`src/rtl/multicycle_datapath.sv`:
```
// Multi-cycle datapath with an integrated control FSM.
// Instruction memory is external and combinational. Data memory is external
// and accessed through a req/ready handshake.
// Optional build macro: MCDP_R0_ZERO_EN makes R0 read as zero and discards
// writes to it. Without the macro, R0 is an ordinary register.
//
// state    | meaning
// ---------+----------------------------------------------------------
// S_FETCH  | latch IR from imem_data
// S_DECODE | latch A = R[rs]; B = R[rt], or B = R[rd] for SW/BEQ
// S_EXEC   | ALU result into ALUOut/zero; BEQ/NOP retire here
// S_MEM    | hold the data-memory request until mem_ready
// S_WB     | write rd, then advance the PC
// S_HALT   | frozen until reset
module multicycle_datapath #(
  parameter int DATA_W  = 16,
  parameter int PC_W    = 5,
  parameter int DADDR_W = 8
) (
  input  logic               i_clk,
  input  logic               i_rst_n,
  output logic [PC_W-1:0]    o_imem_addr,
  input  logic [15:0]        i_imem_data,
  output logic               o_mem_req,
  output logic               o_mem_we,
  output logic [DADDR_W-1:0] o_mem_addr,
  output logic [DATA_W-1:0]  o_mem_wdata,
  input  logic               i_mem_ready,
  input  logic [DATA_W-1:0]  i_mem_rdata,
  input  logic [2:0]         i_dbg_sel,
  output logic [DATA_W-1:0]  o_dbg_data,
  output logic               o_zero,
  output logic               o_halted,
  output logic               o_illegal,
  output logic [15:0]        o_retired
);

  localparam logic [4:0] OP_ADD  = 5'b00000;
  localparam logic [4:0] OP_SUB  = 5'b00001;
  localparam logic [4:0] OP_AND  = 5'b00010;
  localparam logic [4:0] OP_OR   = 5'b00011;
  localparam logic [4:0] OP_SLT  = 5'b00100;
  localparam logic [4:0] OP_ADDI = 5'b01000;
  localparam logic [4:0] OP_LW   = 5'b01001;
  localparam logic [4:0] OP_SW   = 5'b01010;
  localparam logic [4:0] OP_BEQ  = 5'b01011;
  localparam logic [4:0] OP_HALT = 5'b11111;

  typedef enum logic [2:0] {S_FETCH, S_DECODE, S_EXEC, S_MEM, S_WB, S_HALT} state_t;

  state_t              r_state, w_next;
  logic [PC_W-1:0]     r_pc;
  logic [15:0]         r_ir;
  logic [DATA_W-1:0]   r_a, r_b, r_alu, r_mdr;
  logic [DATA_W-1:0]   r_regs [8];
  logic                r_zero, r_illegal, r_mem_req, r_mem_we;
  logic [15:0]         r_retired;

  logic [4:0]          w_op;
  logic [2:0]          w_rd, w_rs, w_rt;
  logic [DATA_W-1:0]   w_imm_d, w_alu;
  logic [PC_W-1:0]     w_imm_pc;
  logic                w_legal, w_is_alu, w_retire, w_wr_en;
  logic [DATA_W-1:0]   w_rf [8];

  assign w_op     = r_ir[15:11];
  assign w_rd     = r_ir[10:8];
  assign w_rs     = r_ir[7:5];
  assign w_rt     = r_ir[4:2];
  assign w_imm_d  = DATA_W'($signed(r_ir[4:0]));
  assign w_imm_pc = PC_W'($signed(r_ir[4:0]));
  assign w_is_alu = (w_op inside {OP_ADD, OP_SUB, OP_AND, OP_OR, OP_SLT, OP_ADDI});
  assign w_legal  = w_is_alu || (w_op inside {OP_LW, OP_SW, OP_BEQ, OP_HALT});

  // Register-file read view; R0 may be forced to zero on every read path.
  always_comb begin
    for (int i = 0; i < 8; i++) w_rf[i] = r_regs[i];
`ifdef MCDP_R0_ZERO_EN
    w_rf[0] = '0;
`endif
  end

`ifdef MCDP_R0_ZERO_EN
  assign w_wr_en = (r_state == S_WB) && (w_rd != 3'd0);
`else
  assign w_wr_en = (r_state == S_WB);
`endif

  // ALU: undefined opcodes fall through to an add whose result is never written.
  always_comb begin
    w_alu = r_a + r_b;
    case (w_op)
      OP_SUB:                 w_alu = r_a - r_b;
      OP_AND:                 w_alu = r_a & r_b;
      OP_OR:                  w_alu = r_a | r_b;
      OP_SLT:                 w_alu = ($signed(r_a) < $signed(r_b)) ? DATA_W'(1) : '0;
      OP_ADDI, OP_LW, OP_SW:  w_alu = r_a + w_imm_d;
      OP_BEQ:                 w_alu = r_a - r_b;
      default:                ;
    endcase
  end

  // Next-state logic for the control FSM.
  always_comb begin
    w_next = r_state;
    unique case (r_state)
      S_FETCH:  w_next = S_DECODE;
      S_DECODE: w_next = S_EXEC;
      S_EXEC: begin
        if (w_is_alu)                          w_next = S_WB;
        else if (w_op == OP_LW || w_op == OP_SW) w_next = S_MEM;
        else if (w_op == OP_HALT)              w_next = S_HALT;
        else                                   w_next = S_FETCH;
      end
      S_MEM:    if (i_mem_ready) w_next = (w_op == OP_SW) ? S_FETCH : S_WB;
      S_WB:     w_next = S_FETCH;
      S_HALT:   w_next = S_HALT;
      default:  w_next = S_FETCH;
    endcase
  end

  // An instruction retires on its final edge; HALT never does.
  assign w_retire = (r_state == S_WB)
                 || (r_state == S_MEM && i_mem_ready && w_op == OP_SW)
                 || (r_state == S_EXEC && w_next == S_FETCH);

  // State register.
  always_ff @(posedge i_clk or negedge i_rst_n) begin
    if (!i_rst_n) r_state <= S_FETCH;
    else          r_state <= w_next;
  end

  // Datapath registers, handshake outputs and status counters.
  always_ff @(posedge i_clk or negedge i_rst_n) begin
    if (!i_rst_n) begin
      r_pc      <= '0;
      r_ir      <= '0;
      r_a       <= '0;
      r_b       <= '0;
      r_alu     <= '0;
      r_mdr     <= '0;
      r_zero    <= 1'b0;
      r_illegal <= 1'b0;
      r_mem_req <= 1'b0;
      r_mem_we  <= 1'b0;
      r_retired <= '0;
      for (int i = 0; i < 8; i++) r_regs[i] <= '0;
    end else begin
      case (r_state)
        S_FETCH:  r_ir <= i_imem_data;
        S_DECODE: begin
          r_a <= w_rf[w_rs];
          r_b <= (w_op == OP_SW || w_op == OP_BEQ) ? w_rf[w_rd] : w_rf[w_rt];
        end
        S_EXEC: begin
          r_alu  <= w_alu;
          r_zero <= (w_alu == '0);
          if (!w_legal) r_illegal <= 1'b1;
          if (w_next == S_MEM) begin
            r_mem_req <= 1'b1;
            r_mem_we  <= (w_op == OP_SW);
          end
        end
        S_MEM: begin
          if (i_mem_ready) begin
            r_mem_req <= 1'b0;
            r_mem_we  <= 1'b0;
            if (!r_mem_we) r_mdr <= i_mem_rdata;
          end
        end
        S_WB: if (w_wr_en) r_regs[w_rd] <= (w_op == OP_LW) ? r_mdr : r_alu;
        default: ;
      endcase
      if (w_retire) begin
        r_pc      <= (r_state == S_EXEC && w_op == OP_BEQ && r_a == r_b) ?
                     r_pc + w_imm_pc : r_pc + PC_W'(1);
        r_retired <= r_retired + 16'd1;
      end
    end
  end

  assign o_imem_addr = r_pc;
  assign o_mem_req   = r_mem_req;
  assign o_mem_we    = r_mem_we;
  assign o_mem_addr  = r_alu[DADDR_W-1:0];
  assign o_mem_wdata = r_b;
  assign o_dbg_data  = w_rf[i_dbg_sel];
  assign o_zero      = r_zero;
  assign o_halted    = (r_state == S_HALT);
  assign o_illegal   = r_illegal;
  assign o_retired   = r_retired;

endmodule

```
`config.mk`:
```
export PLATFORM = sky130hd
export DESIGN_NAME = multicycle_datapath
export DESIGN_NICKNAME = d
export VERILOG_FILES = /design/src/rtl/multicycle_datapath.sv
export SDC_FILE = /design/constraint.sdc
export NUM_CORES = 1
export LEC_CHECK = 0
export CORE_ASPECT_RATIO = 1.4
export CORE_MARGIN = 5
export CORE_UTILIZATION = 47
export CTS_BUF_LIST = sky130_fd_sc_hd__clkbuf_4
export DETAILED_ROUTE_END_ITERATION = 10
export PLACE_DENSITY = 0.75
export SETUP_SLACK_MARGIN = 0.1
export SLEW_MARGIN = 30
export SYNTH_ARGS = -nofsm -noshare
export SYNTH_HDL_FRONTEND = slang
export SYNTH_SLANG_ARGS = --single-unit
```
`constraint.sdc`:
```
create_clock -name i_clk -period 4.95 [get_ports i_clk]
set_input_delay 0.495 -clock i_clk [delete_from_list [all_inputs] [get_ports i_clk]]
set_output_delay 0.495 -clock i_clk [all_outputs]
set_load 0.05 [all_outputs]
```
==> metrics, run 1 <==
critical path type reg -> reg; y dimension of the die 225 µm; worst-case reg-to-reg path depth 16; xor and xnor area share after synthesis 2.75%; initial antenna violation count 1; share of cells above drive strength 1 about a fifth; critical path peak fanout 17; die area 0.0370 mm²; Hold Violations, Final 0; adder-cell share of the synthesized area 5.93%; worst-path cell chain nand2_1, nand3_1, buf_4, nor2_1, buf_4, a21o_1, ha_1, a21o_1, a21o_1, a2111o_1, a41oi_2, xnor2_1, o221ai_1, nor4_1, and4b_1, a32o_2; post-detailed-placement half-perimeter wirelength 30600 µm; fraction of registers with async set or reset after synthesis 100%; placement-stage cell area 0.0170 mm²; worst reg-to-reg setup slack 890 ps; Initial DRT Pass Iterations 5; Hold Path Origin i_imem_data[14]; actual slew at the worst max-slew pin 936 ps; number of storage elements in the synthesis netlist 236; Layout Area Growth over Synthesis 13.4%; status completed; number of cells on the worst hold path 3; clock tree root buffer cell clkbuf_4; maximum resistive drop on vdd about 0.00031 V; Avg Synthesized Cell Area ~11 µm²; syn nets between 1500 and 2000; kind of cell with the highest combined delay on the critical path compound AO/OA/AOI/OAI gates; count of synthesis-stage warnings from yosys 0; total of max-cap violations 0; CP Capture Type flop; GRT Util Overall around a quarter; most used cell, CP a21o_1; Core Region between 0.03 and 0.04 mm²; worst min-delay path category in -> reg; final-layout worst hold slack around 350 ps; average wire per cell in the routed design ~21 µm; proportion of synthesized area in mux cells 25.8%; H-tree depth 2; detailed-route DRC error count 0; Post-synth EDFFs 0; Reg-to-Reg End o_zero; Overflow after GRT 0; Slowest cell on crit path dfrtp_1; initial drt markers 1073; Slew Viols, Final 0; power density over the cells 691 mW/mm²; post-synthesis instance area between 0.015 and 0.02 mm²; setup_tns 0 ps; first-pass GRT wire length between 60000 and 70000 µm; largest net degree at the start of global routing between 100 and 150; clock latency at the later pin of the worst-skew pair 740 ps; number of filler cells placed in the layout 2885; detailed-route vias per instance 6.00; starting density of the core 47.2%; final critical-path required period 4060 ps; part of the Yosys area used for sequential elements between 30% and 40%; Design Area, Final 0.0177 mm²; worst max-slew margin expressed relative to the limit 35.8%; final setup vio count 0; TritonCTS clock tree built; R2R Path Start r_ir[11]; number of antenna-violating nets in the routed design 0; Slowest Stage Delay on Critical Path just over 600 ps; total clock sinks between 200 and 250; vias in the first global route 12600; Detailed Route WL 43600 µm; Clock transition at path regs 80 ps; post-synthesis cell type count 66; top-level port count about 100; fraction of the mapped netlist area in compound gates 12.6%; floorplan die width 164 µm; Nets roughly 1700; RSZ-0062 raised after global routing false; most common flop cell mapped by yosys dfrtp_1; site row count 79; basic-gate share of the synthesized area counting and, or, nand and nor cells 10.6%; number of buffers on the longest clock path 3; number of setup buffers added after CTS 0; FMAX 247 MHz; clock skew 56.9 ps; clock buffer count from CTS 56; post-layout total power roughly 12 mW; count of mapped cells out of synthesis 1466; static leakage power around 7.7 nW; buffers and inverters on the worst path 2; combinational family with the most area after synthesis multiplexers; element type at the critical path start flop; portion of the clock cycle consumed by the worst path in the final layout 81.9%; destination of the worst hold path r_ir[14]; CP arrival approximately 4700 ps; vias post-DR 12300; routability congestion estimate between 0.9 and 1; Critical Path RT about 5600 ps; count of buffers inserted at the top-level ports ~100
registers in the layout, summed over array words and instances (netlist names), 5 cells and up:
register     cells
r_mdr           16
r_alu           16
r_a             16
o_retired       16
r_ir            16
r_regs         128
o_imem_addr      5
o_mem_wdata     16
final cells by class:
type / count / area, µm² / share of cell area, %
Antenna cell: 1 / 2.50 / 0.0142
Clock buffer: 80 / 601 / 3.40
Clock inverter: 23 / 93.8 / 0.531
Inverter: 54 / 203 / 1.15
Multi-Input combinational cell: 1064 / 9020 / 51.0
Sequential cell: 236 / 5910 / 33.4
Tap cell: 445 / 557 / 3.15
Timing Repair Buffer: 138 / 1300 / 7.33
timing repair:
item / CTS / global route
hold buffers: 1 / 0
resized for setup: 0 / 0
hold endpoints to repair: 111 / 0
layout by cell type (no fill, tap or decap), types with 53 or more instances in the layout:
cell,Yosys,final
nand2_1,233,232
dfrtp_1,236,232
o21ai_0,157,157
mux4_2,128,128
clkdlybuf4s50_1,0,101
a21oi_1,88,88
clkbuf_4,0,80
ha_1,69,69
mux2_2,67,67
nor2_1,61,60
inv_1,53,53
report_power, final:
group,internal [mW],switching (mW)
sequential,2.71,1.12
clock,0.746,0.806
combinational,3.17,3.67
total,6.62,5.60
worst max-delay path by stage:
stage / depth (start not counted) / start / slack (ps) / endpoint
global route: 16 / r_ir[11] / 580 / o_zero
CTS: 16 / r_ir[11] / 930 / o_zero
floorplan: 16 / r_ir[13] / 1230 / o_zero
global placement: 16 / r_ir[11] / 1050 / o_zero
detailed placement: 16 / r_ir[11] / 960 / o_zero
finish: 16 / r_ir[11] / 890 / o_zero
routing by layer:
metal | wire length, µm | GRT usage [%]
met1 | 15700 | 28.3
met2 | 22700 | 42.5
met3 | 2880 | 3.07
met4 | 2360 | 12.0
met5 | 0 | 0
tightest hold or removal path: cells and delay by family:
kind,cells,cell delay [ps]
compound gates,1,70
buf+inv,1,400
simple gates,1,60
cells in the mapped netlist (all sizes together), types with 36 or more instances:
library cell  number  area [µm²]
inv               53         199
nand2            234         886
nor2              62         249
mux4             128        2880
mux2              67         754
a21oi             88         440
mux2i             39         390
buf               36         203
o21ai            157         786
ha                69         863
dfrtp            236        5910
clkbuf            76         285
stage by stage:
stage	utilization [%]	cells	setup WS (ps)
3_5_place_dp	51.4	1936	961
2_1_floorplan	-	1466	1230
5_1_grt	53.6	2041	584
3_3_place_gp	51.3	1935	1050
6_report	53.6	2041	894
4_1_cts	53.5	2040	930
cells by family after synthesis:
logic type,Yosys count
AND/OR/NAND/NOR,379
XOR/XNOR,48
AO/OA/AOI/OAI,331
multiplexers,234
adder cells (fa/ha/maj),72
flip-flops,236
buffers and inverters,166
Note: power is estimated with default switching activity, not from simulation.
==> run 2: changes to the inputs <==
Settings changed: PLACE_DENSITY 0.75 to 0.77.
Clock period 4.95 ns to 3.5 ns, I/O delays scaled along.
==> run 2 against run 1 <==
Compared with the run above:
- register-to-register slack lost 810 ps
- combinational power rose by 57%
- utilization increased by 2.4 points
- cell area rose by 4.5%
- die area unchanged
- critical path type unchanged
==> metrics, run 2 (synthesis gave the netlist of run 1 again) <==
Critical Path RT 4180 ps (-1440 ps); total clock sinks 236 (unchanged); y dimension of the die 225 µm (unchanged); most common cell after layout, fill and taps aside nand2_1; CP arrival 4090 ps (-640 ps); clock skew 37.1 ps (-19.8 ps); FMAX 293 MHz (+19%); share of cells above drive strength 1 27.5% (+6.2 points); final setup vio count 0 (unchanged); Initial DRT Pass Iterations 5 (unchanged); Clock transition at path regs 80 ps (about the same); initial antenna violation count 1 (unchanged); critical path type reg -> reg; vias post-DR 12600 (+2.9%); instance count after placement with tap cells included 2001 (+3.4%); worst min-delay path category in -> reg; Nets 1737 (+4.6%); final critical-path required period 3410 ps (-643 ps); Core Region 0.0330 mm² (unchanged); Hold Violations, Final 0 (unchanged); proportion of total power due to net switching 45.2% (-0.57 points); Sequential Area 0.00592 mm² (+0.11%); number of buffers on the longest clock path 3 (unchanged); floorplan die width 164 µm (unchanged); average wire per cell in the routed design 20.9 µm (-2.0%); total of max-cap violations 0 (unchanged); CP Capture Type flop; power density over the cells 990 mW/mm² (+43%); die area 0.0370 mm² (unchanged); register bank with the most flops r_regs; Overflow after GRT 0 (unchanged); relative contribution of combinational cells to total power 58.3% (+2.4 points); detailed-route vias per instance 5.94 (-1.0%); first-pass GRT wire length 70100 µm (+1.5%); H-tree depth 2 (unchanged); actual slew at the worst max-slew pin 955 ps (+19.3 ps); top library cells by usage in the layout, fill and taps aside nand2_1 (232), dfrtp_1 (227), o21ai_0 (156); initial drt markers 1041 (-3.0%); portion of the clock cycle consumed by the worst path in the final layout 97.5% (+16 points); GRT Util Overall 24.1% (+0.25 points); largest net degree at the start of global routing 112 (-2.6%); number of antenna-violating nets in the routed design 0 (unchanged); post-layout total power 18.3 mW (+50%); static leakage power 8.20 nW (+5.9%); filler-free cell count of the finished design 2123 (+4.0%); number of filler cells placed in the layout 2776 (-3.8%); worst-case reg-to-reg path depth 16 (unchanged); top-level port count 104 (unchanged); Detailed Route WL 44400 µm (+1.9%); vias in the first global route 13100 (+4.2%); RSZ-0062 raised after global routing true; internal power 10.0 mW (+51%); Largest register FFs 128 (unchanged); post-detailed-placement half-perimeter wirelength 31900 µm (+4.3%); TritonCTS clock tree built; element type at the critical path start flop; post-place setup slack -42.7 ps (-1000 ps); worst max-slew margin expressed relative to the limit 34.5% (-1.3 points); critical path peak fanout 6 (-11); status completed; detailed-route DRC error count 0 (unchanged); switching pwr 8.27 mW (+48%); Multi-input gate area 0.00917 mm² (+1.7%); part of the total power dissipated in sequential elements 29.2% (-2.2 points); starting density of the core 47.2% (unchanged); clock buffer count from CTS 58 (+3.6%); clock latency at the later pin of the worst-skew pair 760 ps (+20 ps); Slew Viols, Final 0 (unchanged); maximum resistive drop on vdd 0.000467 V (+50%); routability congestion estimate 1.01 (+6.0%); slack of the critical path 86.3 ps (-807 ps); clock tree root buffer cell clkbuf_4; site row count 79 (unchanged); number of cells on the worst hold path 3 (unchanged); Layout Area Growth over Synthesis 18.6%; count of buffers inserted at the top-level ports 103 (unchanged); share of power burned in the clock network 12.6% (about the same)
## run 2: cell types whose count changed in the layout (fill, tap and decap cells not counted), sizes merged
cell / previous run / this run
clkdlybuf4s50: 101 / 85
buf: 36 / 126
bufinv: 0 / 1
clkinv: 23 / 30
clkbuf: 80 / 79
clkinvlp: 1 / 2
## run 2: cell type report
type                            count  area share (%)
Clock inverter                     32           0.860
Antenna cell                        1          0.0135
Multi-Input combinational cell   1064            49.6
Inverter                           54            1.10
Sequential cell                   236            32.0
Clock buffer                       78            3.17
Tap cell                          445            3.01
Timing Repair Buffer              213            10.2
## run 2: metrics by stage
stage	TNS, ps	utilization [%]	hold WS, ps	area, µm²
3_5_place_dp	-42.7	53.0	462	17500
3_3_place_gp	0	53.0	468	17500
4_1_cts	0	55.4	168	18300
5_1_grt	-54.8	56.0	187	18500
2_1_floorplan	0	-	54.4	15600
6_report	0	56.0	218	18500
## run 2: power groups by stage
stage	combinational (mW)	clock (mW)	sequential, mW
final	10.7	2.30	5.34
after global routing	11.5	2.49	5.48
after CTS	10.4	2.34	5.28
after detailed placement	10.3	0	5.31
after global placement	10.1	0	5.20
after floorplan	7.25	0	5.10
## run 2: final timing paths
check                                 from            to  slack [ps]
setup / recovery                  r_ir[15]        o_zero          90
hold / removal             i_imem_data[14]      r_ir[14]         220
setup reg to reg                  r_ir[15]        o_zero          90
hold reg to reg                  r_alu[14]     r_alu[14]         490
max in group asynchronous          i_rst_n    r_regs[72]        2360
min in group asynchronous          i_rst_n  o_retired[6]         270
## run 2: layer usage
layer | routed length [µm] | vias to the layer above | GRT usage, %
li1 | - | 5682 | -
met1 | 16200 | 6218 | 28.8
met2 | 22800 | 546 | 41.3
met3 | 3080 | 164 | 4.01
met4 | 2400 | 0 | 13.5
met5 | 0 | - | 0
## run 2: what timing repair did
item	4_1_cts	5_1_grt
hold buffers	1	0
pin swaps	7	18
resized for setup	6	24
setup buffers	1	9
endpoints found under the setup margin	2	5
hold endpoints to repair	107	0
## run 2: critical path, stage by stage (launching register included)
cell	delay, ps
dfrtp_2	440
nor2_8	130
nand3_4	110
buf_6	150
nor2_4	90
buf_6	130
a21o_1	130
ha_4	210
a21o_1	160
a21o_1	230
a2111o_1	390
a41oi_2	260
xnor2_1	140
o221ai_1	160
nor4_1	200
and4b_1	240
a32o_2	160
==> run 3: changes to the inputs <==
Settings changed: CORE_MARGIN 5 to 10.
==> run 3 against run 2 <==
Compared with the run above:
- cell area up 0.46%
- utilization up 0.98 points
- cell count about the same
- clock skew up 17 ps
- largest power group unchanged
- highest routed layer unchanged
==> metrics, run 3 (synthesis gave the netlist of run 1 again) <==
status completed; Detailed Route WL 45700 µm (+3.0%); static leakage power 8.30 nW (+1.2%); Core Region 0.0326 mm² (-1.3%); FMAX 291 MHz (-0.78%); Nets 1746 (+0.52%); clock latency at the later pin of the worst-skew pair 760 ps (about the same); actual slew at the worst max-slew pin 970 ps (+14.5 ps); Largest register FFs 128 (unchanged); site row count 78 (-1.3%); R2R Path Start r_ir[11]; Hold Violations, Final 0 (unchanged); final critical-path required period 3440 ps (+27.0 ps); starting density of the core 47.8% (+0.61 points); total of max-cap violations 0 (unchanged); power density over the cells 1010 mW/mm² (+1.6%); Initial DRT Pass Iterations 6 (+1); critical path peak fanout 8 (+2); clock skew 54.3 ps (+17.2 ps); H-tree depth 2 (unchanged); Overflow after GRT 0 (unchanged); portion of the clock cycle consumed by the worst path in the final layout 98.3% (+0.77 points); vias in the first global route 13100 (-0.26%); share of cells above drive strength 1 27.6% (+0.14 points); critical path type reg -> reg; largest net degree at the start of global routing 100 (-11%); worst min-delay path category in -> async; clock tree root buffer cell clkbuf_4; Critical Path RT 4160 ps (-20 ps); instance count after placement with tap cells included 2009 (+0.40%); Clock transition at path regs 70 ps (about the same); detailed-route DRC error count 0 (unchanged); routability congestion estimate 1.03 (+1.4%); average wire per cell in the routed design 21.5 µm (+2.9%); filler-free cell count of the finished design 2124 (+0.047%); number of filler cells placed in the layout 2693 (-3.0%); Layout Area Growth over Synthesis 19.1%; number of antenna-violating nets in the routed design 0 (unchanged); most common cell after layout, fill and taps aside nand2_1; setup_tns 0 ps (unchanged); maximum resistive drop on vdd 0.000389 V (-17%); first-pass GRT wire length 72100 µm (+2.8%); RSZ-0062 raised after global routing true; top library cells by usage in the layout, fill and taps aside nand2_1 (232), dfrtp_1 (230), o21ai_0 (157); Slew Viols, Final 0 (unchanged); floorplan die width 174 µm (+6.1%); GRT Util Overall 22.0% (-2.1 points); post-detailed-placement half-perimeter wirelength 32600 µm (+2.3%); count of buffers inserted at the top-level ports 103 (unchanged); top-level port count 104 (unchanged); initial drt markers 1123 (+7.9%); clock buffer count from CTS 57 (-1.7%); initial antenna violation count 1 (unchanged); die area 0.0409 mm² (+11%); y dimension of the die 235 µm (+4.4%); Critical Path Source r_ir[11]; element type at the critical path start flop; register bank with the most flops r_regs; CP arrival 4100 ps (about the same); detailed-route vias per instance 5.98 (+0.70%); final setup vio count 0 (unchanged); final-layout worst hold slack 199 ps (-19.5 ps); TritonCTS clock tree built; vias post-DR 12700 (+0.75%); worst max-slew margin expressed relative to the limit 33.5% (-1.0 points); CP Capture Type flop; total clock sinks 236 (unchanged); number of buffers on the longest clock path 3 (unchanged)
run 3: cell count changes in the layout (fill, tap and decap cells not counted), sizes merged:
cell | before | now
clkinv | 30 | 19
buf | 126 | 136
clkbuf | 79 | 83
bufinv | 1 | 4
bufbuf | 0 | 1
clkinvlp | 2 | 1
run 3: worst max-delay path, stage by stage (launching register included):
cell	delay, ps
dfrtp_1	380
nand2_2	130
nand3_4	150
buf_12	130
nor2_4	40
buf_6	120
buf_4	120
a21o_1	140
ha_1	210
a21o_1	180
a21o_1	200
a2111o_1	330
a41oi_2	210
xnor2_1	150
o221ai_1	160
nor4_1	280
and4b_1	240
a32o_2	160
run 3: path summary, 6_finish.rpt:
| path | endpoint | slack, ps | depth (start not counted) |
|---|---|---|---|
| min reg2reg | o_retired[15] | 480 | 1 |
| min in group i_clk | r_ir[9] | 210 | 2 |
| max | o_zero | 60 | 17 |
| max reg2reg | o_zero | 60 | 17 |
| max in group asynchronous | r_regs[117] | 2330 | 3 |
| min | r_regs[55] | 200 | 2 |
run 3: power breakdown:
part           leakage (nW)  internal [mW]  switching [mW]
logic                  4.77           5.09            5.84
clock network         0.476           1.39            1.18
registers              3.05           3.84            1.33
total                  8.30           10.3            8.35
run 3: stage by stage:
stage	setup slack (ps)	area, µm²	utilization (%)	total power, mW
floorplan	113	15600	-	12.4
global placement	14.7	17600	54.0	15.4
detailed placement	-20.7	17600	54.0	15.8
CTS	105	18500	56.8	18.5
global route	-52.6	18600	57.0	19.8
finish	59.3	18600	57.0	18.7
run 3: timing repair:
| item | 4_1_cts | 5_1_grt |
|---|---|---|
| gates resized for setup | 7 | 6 |
| hold buffers | 1 | 0 |
| cloned | 1 | 0 |
| pin swaps | 10 | 1 |
| setup buffers | 6 | 0 |
| hold endpoints to repair | 94 | 0 |
| endpoints found under the setup margin | 2 | 5 |
run 3: layout make-up:
| type | count | area [µm²] | share of cell area, % |
|---|---|---|---|
| Timing Repair Buffer | 223 | 1970 | 10.6 |
| Tap cell | 440 | 551 | 2.96 |
| Inverter | 54 | 204 | 1.10 |
| Clock inverter | 23 | 200 | 1.08 |
| Sequential cell | 236 | 5910 | 31.8 |
| Clock buffer | 83 | 623 | 3.36 |
| Multi-Input combinational cell | 1064 | 9100 | 49.0 |
| Antenna cell | 1 | 2.50 | 0.0135 |
run 3: metal layers:
layer  part of all wire (%)  up-vias  track usage, %
li1                       -     5701               -
met1                     36     6231            24.6
met2                     52      625            38.8
met3                    7.2      147            4.03
met4                    4.7        0            11.9
met5                      0        -               0
